## src/rtl/bsg_router_traffic_pkg.sv

```systemverilog
// bsg_router_traffic_pkg
// Shared definitions for the router traffic endpoint:
//   - state_e          : source FSM states
//   - header_width()   : number of header bits ahead of the payload pattern
//   - pattern_src_bit(): payload rule f; payload bit idx is the inverse of
//                        seq bit (idx mod seq width), i.e. ~seq repeated and
//                        truncated at the MSB.
package bsg_router_traffic_pkg;

  typedef enum logic [1:0] {
    IDLE = 2'd0,
    SEND = 2'd1,
    DONE = 2'd2
  } state_e;

  // Header is dest_x, dest_y, src_x, src_y, seq (LSB first).
  function automatic int header_width(input int xw, input int yw, input int cw);
    return 2 * xw + 2 * yw + cw;
  endfunction

  // Which seq bit (inverted) lands in payload bit idx.
  function automatic int pattern_src_bit(input int idx, input int cw);
    return idx % cw;
  endfunction

endpackage

```

## src/rtl/bsg_router_traffic_pattern.sv

```systemverilog
// bsg_router_traffic_pattern
// Combinational payload generator: seq -> full payload pattern made of
// repeated copies of ~seq, truncated at the MSB.
// Ports:
//   seq     in  seq_width_p      sequence number
//   pattern out pattern_width_p  payload bits above the header
module bsg_router_traffic_pattern
  import bsg_router_traffic_pkg::*;
#(
  parameter int seq_width_p     = 16,
  parameter int pattern_width_p = 220
) (
  input  logic [seq_width_p-1:0]     seq,
  output logic [pattern_width_p-1:0] pattern
);

  for (genvar gi = 0; gi < pattern_width_p; gi++) begin : g_bit
    assign pattern[gi] = ~seq[pattern_src_bit(gi, seq_width_p)];
  end

endmodule

```

## src/rtl/bsg_router_traffic_endpoint.sv

```systemverilog
// bsg_router_traffic_endpoint
// Synthetic traffic source/sink for one ready_and mesh link. The source
// injects num_packets_i addressed flits with a deterministic payload; the sink
// checks every received flit against its destination and payload rule.
// Link layout: {v, ready_and_rev, data[width_p-1:0]}.
// Flit layout (LSB first): dest_x, dest_y, src_x, src_y, seq, pattern.
// Optional feature macro: BSG_ROUTER_TRAFFIC_ENDPOINT_THROTTLE_EN adds gap_i,
// the number of idle cycles inserted after each accepted flit.
// Ports:
//   clk_i, reset_n_i          clock, asynchronous active-low reset
//   en_i, clear_i             start request (IDLE only), clear pulse
//   num_packets_i, dest_x_i, dest_y_i   run configuration, sampled on start
//   my_x_i, my_y_i            own coordinates (source field, receive check)
//   link_i / link_o           router link in / out
//   done_o, error_o           status (error_o is sticky)
//   sent/recv/error_count_o   saturating statistic counters
module bsg_router_traffic_endpoint
  import bsg_router_traffic_pkg::*;
#(
  parameter int width_p        = 256,
  parameter int x_cord_width_p = 5,
  parameter int y_cord_width_p = 5,
  parameter int count_width_p  = 16
) (
  input  logic                      clk_i,
  input  logic                      reset_n_i,
  input  logic                      en_i,
  input  logic                      clear_i,
  input  logic [count_width_p-1:0]  num_packets_i,
`ifdef BSG_ROUTER_TRAFFIC_ENDPOINT_THROTTLE_EN
  input  logic [7:0]                gap_i,
`endif
  input  logic [x_cord_width_p-1:0] dest_x_i,
  input  logic [y_cord_width_p-1:0] dest_y_i,
  input  logic [x_cord_width_p-1:0] my_x_i,
  input  logic [y_cord_width_p-1:0] my_y_i,
  input  logic [width_p+1:0]        link_i,
  output logic [width_p+1:0]        link_o,
  output logic                      done_o,
  output logic [count_width_p-1:0]  sent_count_o,
  output logic [count_width_p-1:0]  recv_count_o,
  output logic [count_width_p-1:0]  error_count_o,
  output logic                      error_o
);

  localparam int hdr_w   = header_width(x_cord_width_p, y_cord_width_p, count_width_p);
  localparam int pat_w   = width_p - hdr_w;
  localparam int seq_off = 2 * x_cord_width_p + 2 * y_cord_width_p;
  localparam int src_off = x_cord_width_p + y_cord_width_p;
  localparam logic [count_width_p-1:0] cnt_max = '1;

  state_e state, state_next;

  logic [count_width_p-1:0]  seq, last_seq;
  logic [count_width_p-1:0]  sent, recv, errors;
  logic                      error_flag;
  logic [x_cord_width_p-1:0] tx_dest_x;
  logic [y_cord_width_p-1:0] tx_dest_y;
  logic                      tx_v, fire, start, clear_ok, gap_idle;
  logic [pat_w-1:0]          tx_pattern, rx_expect;
  logic [width_p-1:0]        tx_flit, rx_data;
  logic                      rx_v, rx_fail;

  assign start    = (state == IDLE) && en_i;
  // A run in progress cannot be cleared; it always completes.
  assign clear_ok = clear_i && (state != SEND);

`ifdef BSG_ROUTER_TRAFFIC_ENDPOINT_THROTTLE_EN
  logic [7:0] gap_len, gap_cnt;
  assign gap_idle = (gap_cnt == 8'd0);

  always_ff @(posedge clk_i or negedge reset_n_i) begin
    if (!reset_n_i) begin
      gap_len <= '0;
      gap_cnt <= '0;
    end else if (start) begin
      gap_len <= gap_i;
      gap_cnt <= '0;
    end else if (fire) begin
      gap_cnt <= gap_len;
    end else if (gap_cnt != 8'd0) begin
      gap_cnt <= gap_cnt - 8'd1;
    end
  end
`else
  assign gap_idle = 1'b1;
`endif

  // ---------------- source ----------------
  assign tx_v = (state == SEND) && gap_idle;
  assign fire = tx_v && link_i[width_p];

  bsg_router_traffic_pattern #(
    .seq_width_p     (count_width_p),
    .pattern_width_p (pat_w)
  ) gen_pattern (
    .seq     (seq),
    .pattern (tx_pattern)
  );

  assign tx_flit = {tx_pattern, seq, my_y_i, my_x_i, tx_dest_y, tx_dest_x};

  // Ready follows reset directly so it is low only while reset is held.
  // Data is zeroed whenever v is low so the link is quiet between flits.
  assign link_o = {tx_v, reset_n_i, tx_v ? tx_flit : {width_p{1'b0}}};

  always_comb begin
    state_next = state;
    unique case (state)
      IDLE:    if (en_i) state_next = (num_packets_i != '0) ? SEND : DONE;
      SEND:    if (fire && (seq == last_seq)) state_next = DONE;
      DONE:    if (clear_i) state_next = IDLE;
      default: state_next = IDLE;
    endcase
  end

  always_ff @(posedge clk_i or negedge reset_n_i) begin
    if (!reset_n_i) state <= IDLE;
    else            state <= state_next;
  end

  always_ff @(posedge clk_i or negedge reset_n_i) begin
    if (!reset_n_i) begin
      seq       <= '0;
      last_seq  <= '0;
      tx_dest_x <= '0;
      tx_dest_y <= '0;
    end else if (start) begin
      seq       <= '0;
      last_seq  <= num_packets_i - 1'b1;
      tx_dest_x <= dest_x_i;
      tx_dest_y <= dest_y_i;
    end else if (fire) begin
      seq <= seq + 1'b1;
    end
  end

  // ---------------- sink ----------------
  assign rx_v    = link_i[width_p+1];
  assign rx_data = link_i[width_p-1:0];

  bsg_router_traffic_pattern #(
    .seq_width_p     (count_width_p),
    .pattern_width_p (pat_w)
  ) chk_pattern (
    .seq     (rx_data[seq_off +: count_width_p]),
    .pattern (rx_expect)
  );

  assign rx_fail = (rx_data[0 +: x_cord_width_p] != my_x_i)
                || (rx_data[x_cord_width_p +: y_cord_width_p] != my_y_i)
                || (rx_data[width_p-1:hdr_w] != rx_expect);

  // Source coordinates of received flits are informational only.
  logic unused_rx_src;
  assign unused_rx_src = ^rx_data[src_off +: src_off];

  // ---------------- statistics ----------------
  always_ff @(posedge clk_i or negedge reset_n_i) begin
    if (!reset_n_i) begin
      sent       <= '0;
      recv       <= '0;
      errors     <= '0;
      error_flag <= 1'b0;
    end else if (clear_ok) begin
      sent       <= '0;
      recv       <= '0;
      errors     <= '0;
      error_flag <= 1'b0;
    end else begin
      if (fire && (sent != cnt_max)) sent <= sent + 1'b1;
      if (rx_v && (recv != cnt_max)) recv <= recv + 1'b1;
      if (rx_v && rx_fail) begin
        error_flag <= 1'b1;
        if (errors != cnt_max) errors <= errors + 1'b1;
      end
    end
  end

  assign done_o        = (state == DONE);
  assign sent_count_o  = sent;
  assign recv_count_o  = recv;
  assign error_count_o = errors;
  assign error_o       = error_flag;

endmodule
```

## config.mk

```make
export PLATFORM = sky130hd
export DESIGN_NAME = bsg_router_traffic_endpoint
export DESIGN_NICKNAME = d
export VERILOG_FILES = /design/src/rtl/bsg_router_traffic_pkg.sv /design/src/rtl/bsg_router_traffic_pattern.sv /design/src/rtl/bsg_router_traffic_endpoint.sv
export SDC_FILE = /design/constraint.sdc
export NUM_CORES = 1
export LEC_CHECK = 0
export CAP_MARGIN = 10
export CORE_AREA = 2 2 239 241
export DETAILED_ROUTE_END_ITERATION = 8
export DIE_AREA = 0 0 241 243
export MAX_ROUTING_LAYER = met4
export PLACE_DENSITY = 0.4
export SLEW_MARGIN = 30
export SYNTH_ARGS = -nofsm -noshare
export SYNTH_HDL_FRONTEND = slang
export SYNTH_SLANG_ARGS = --single-unit
```

## constraint.sdc

```tcl
create_clock -name clk_i -period 3.1 [get_ports clk_i]
set_input_delay 0.62 -clock clk_i [delete_from_list [all_inputs] [get_ports clk_i]]
set_output_delay 0.62 -clock clk_i [all_outputs]
set_load 0.02 [all_outputs]
```

==> results.md <==
* DR vias at 9201
* Area of the multi-input gates at 5140 um2
* Row count at 87
* Clock Skew at 9.19 ps
* Setup slack after layout at 56.1 ps
* Min-delay worst type: in -> async
* Maxcap violations at 0
* Later-pin clock latency in the skew report at 370 ps
* Largest net degree at the start of global routing at 94
* Critical register-to-register path startpoint: error_count_o[3]
* Final Max Tran Viols at 0
* Final design utilization at 28.2%
* Final WL at 45.3 mm
* Yosys top cell by area: dfrtp_1
* Pre-CTS WS at -807 ps
* Leak at 6.28 nW
* Detail Route Antenna Nets at 0
* Worst IR Drop VDD at 0.000999 V
* Longest Clk Path Bufs at 2
* Number of global-route vias before repair at 9387
* Synth top cells by count: buf_4 (211), dfrtp_1 (93), nand2_1 (93), xor2_1 (88), nor2_1 (84)
* Sequential share of the synthesized area at 26.0%
* Hold WS at 355 ps
* Outcome: finished clean
* Pwr dens at 972 nW/um2
* GR Util All Layers at 15.1%
* # DRC at 0
* Launching element type of the critical path: input pin
* Die H at 243 um
* Placed inst area at 14900 um2
* FFs w/ async S/R, synth at 100%
* CTS Root Cell: clkbuf_16
* CTS H-tree depth at 3
* Non-Filler Instances at 2316
* Final instance area at 15800 um2
* Placed Instances at 2272
* Post-synth top area share at 26.0%
* Crit path time final at 3040 ps
* Period utilization at 98.2%
* Post-DR vias/cell at 3.97
* Hpwl dp at 36.9 mm
* Largest cells by area after synthesis: dfrtp_1 (26%), buf_4 (18%), xor2_1 (8.6%)
* GPL Wtd Cong at 0.843
* Die Width at 241 um
* Number of flops mapped to enable cells by yosys at 0
* WS Path Type: in -> reg
* Final setup viols at 0
* Setup TNS at 0 ps
* Fin. Hold Viols at 0
* Synth cell types at 55
* IO Pins at 606
* CTS tree: done
* Fillcell total at 6052
* Critical Path Fanout Max at 8
* Area of the core at 56000 um2
* WP data required at 3390 ps
* Overflow after GRT at 0
* Slew margin rel. at 57.7%
* Post-synthesis instance area at 8960 um2
* Starting Density at 16.0%
* Syn_nets at 1382
* R2R Setup Slk at 660 ps
* Cells after Synth at 1079
* Port Buffers at 595
* Pre-antenna DRT Iters at 4
* Yosys reg bits at 93
* Ratio of cells with drive above 1 in the final layout at 12.0%
* FF/Latch Area at 2330 um2
* TritonCTS Buffers at 9
* Peak Freq at 329 MHz
* Total power at 15.3 mW
* Slew @ Worst Pin at 633 ps
* Die footprint at 58600 um2
* Initial antenna violation count at 17
* DRT iter0 DRCs at 356
* Most used flip-flop cell after synthesis: dfrtp_1
* Worst setup EP type: flop
* Wire per inst at 19.6 um
* Fin nets at 1841
* First-pass GRT wire length at 63.4 mm
* Reg2reg end: error_count_o[15]
* Clock slew at reported path FFs at 70 ps
* CP arrival at 3340 ps
* Most numerous cell in the Yosys netlist: buf_4
* Mean Syn Cell Area at 8.30 um2
* Layout area overhead at 75.9%
* Yosys warns at 0
* Clock sinks at 93
* Worst r2r path cells at 7
==> layer usage <==
layer / vias up / track usage, % / routed length (um)
met4: 0 / 4.05 / 733
li1: 4478 / - / -
met1: 4368 / 16.6 / 18400
met2: 321 / 26.2 / 22600
met3: 34 / 4.67 / 3520
met5: - / - / 0
==> worst max path at each step <==
stage                                    to  slack, ps  depth (start not counted)        startpoint
after global placement    error_count_o[12]       -900                         13        link_i[29]
after floorplan                    state[1]        350                          8  num_packets_i[0]
after CTS                  error_count_o[6]        0.8                         13        link_i[20]
final                     error_count_o[10]         60                         13        link_i[35]
after global routing                error_o       -0.1                         12        link_i[33]
after detailed placement            error_o       -810                         13        link_i[29]
==> timing repair <==
| action | CTS | global route |
|---|---|---|
| endpoints found under the setup margin | 230 | 18 |
| resized for setup | 39 | 41 |
| cloned | 2 | 0 |
| pin swaps | 13 | 17 |
| setup buffers | 6 | 4 |
| hold buffers | 0 | 0 |
==> cell families (layout without fill, tap and decap cells) <==
family          Yosys count  after routing  share of synthesized area (%)
buf+inv                 260            724                           20.1
flops                    93             93                           26.0
mux                      12             12                           1.34
fa+ha+maj                 5              5                          0.698
compound gates           99             99                           7.41
simple gates            457            457                           29.5
other cells               0             17                              0
xor+xnor                153            153                           15.0
==> critical path, stage by stage <==
cell,delay (ps)
clkdlybuf4s50_1,410
buf_4,170
buf_4,170
nor2b_1,140
o2111ai_1,280
nor4_2,100
nand4_1,210
nor4_4,50
buf_6,140
buf_4,140
buf_12,130
or4b_2,600
a21oi_1,160
==> power by group <==
group          internal (mW)  switching (mW)
clock                  0.717           0.550
sequential              1.52           0.370
combinational           5.70            6.47
total                   7.93            7.39
==> layout make-up <==
cell class / count / share of cell area, %
Antenna cell: 17 / 0.270
Clock buffer: 10 / 1.45
Clock inverter: 6 / 0.595
Inverter: 9 / 0.214
Multi-Input combinational cell: 726 / 32.6
Sequential cell: 93 / 14.8
Tap cell: 756 / 6.00
Timing Repair Buffer: 699 / 44.1
==> cell usage in the layout, fill, tap and decap left out, types with 10 or more instances in the layout <==
cell type | synthesis | layout
xor2_1 | 88 | 87
nor4b_1 | 13 | 10
nand3_1 | 22 | 22
dfrtp_1 | 93 | 93
nor2_1 | 84 | 82
and2_1 | 40 | 40
o21ai_0 | 25 | 25
nand2_1 | 93 | 93
nor3_1 | 12 | 12
and4b_1 | 12 | 12
dlygate4sd2_1 | 0 | 11
nor3b_1 | 29 | 24
diode_2 | 0 | 17
or3_1 | 12 | 12
and3b_1 | 28 | 28
dlymetal6s2s_1 | 0 | 11
mux2i_1 | 12 | 10
nand4_1 | 38 | 38
a21oi_1 | 15 | 13
buf_4 | 211 | 86
clkdlybuf4s50_1 | 0 | 571
o22ai_1 | 16 | 11
xnor2_1 | 65 | 61
buf_12 | 0 | 13
nor4_1 | 21 | 10
==> sequential cells by signal, indices dropped and copies added (netlist names) <==
name and cells:
recv_count_o 16, error_o 1, last_seq 16, tx_dest_y 5, error_count_o 16, sent_count_o 16, state 2, seq 16
tx_dest_x 5
No activity file was read; power rests on OpenSTA's default activity.
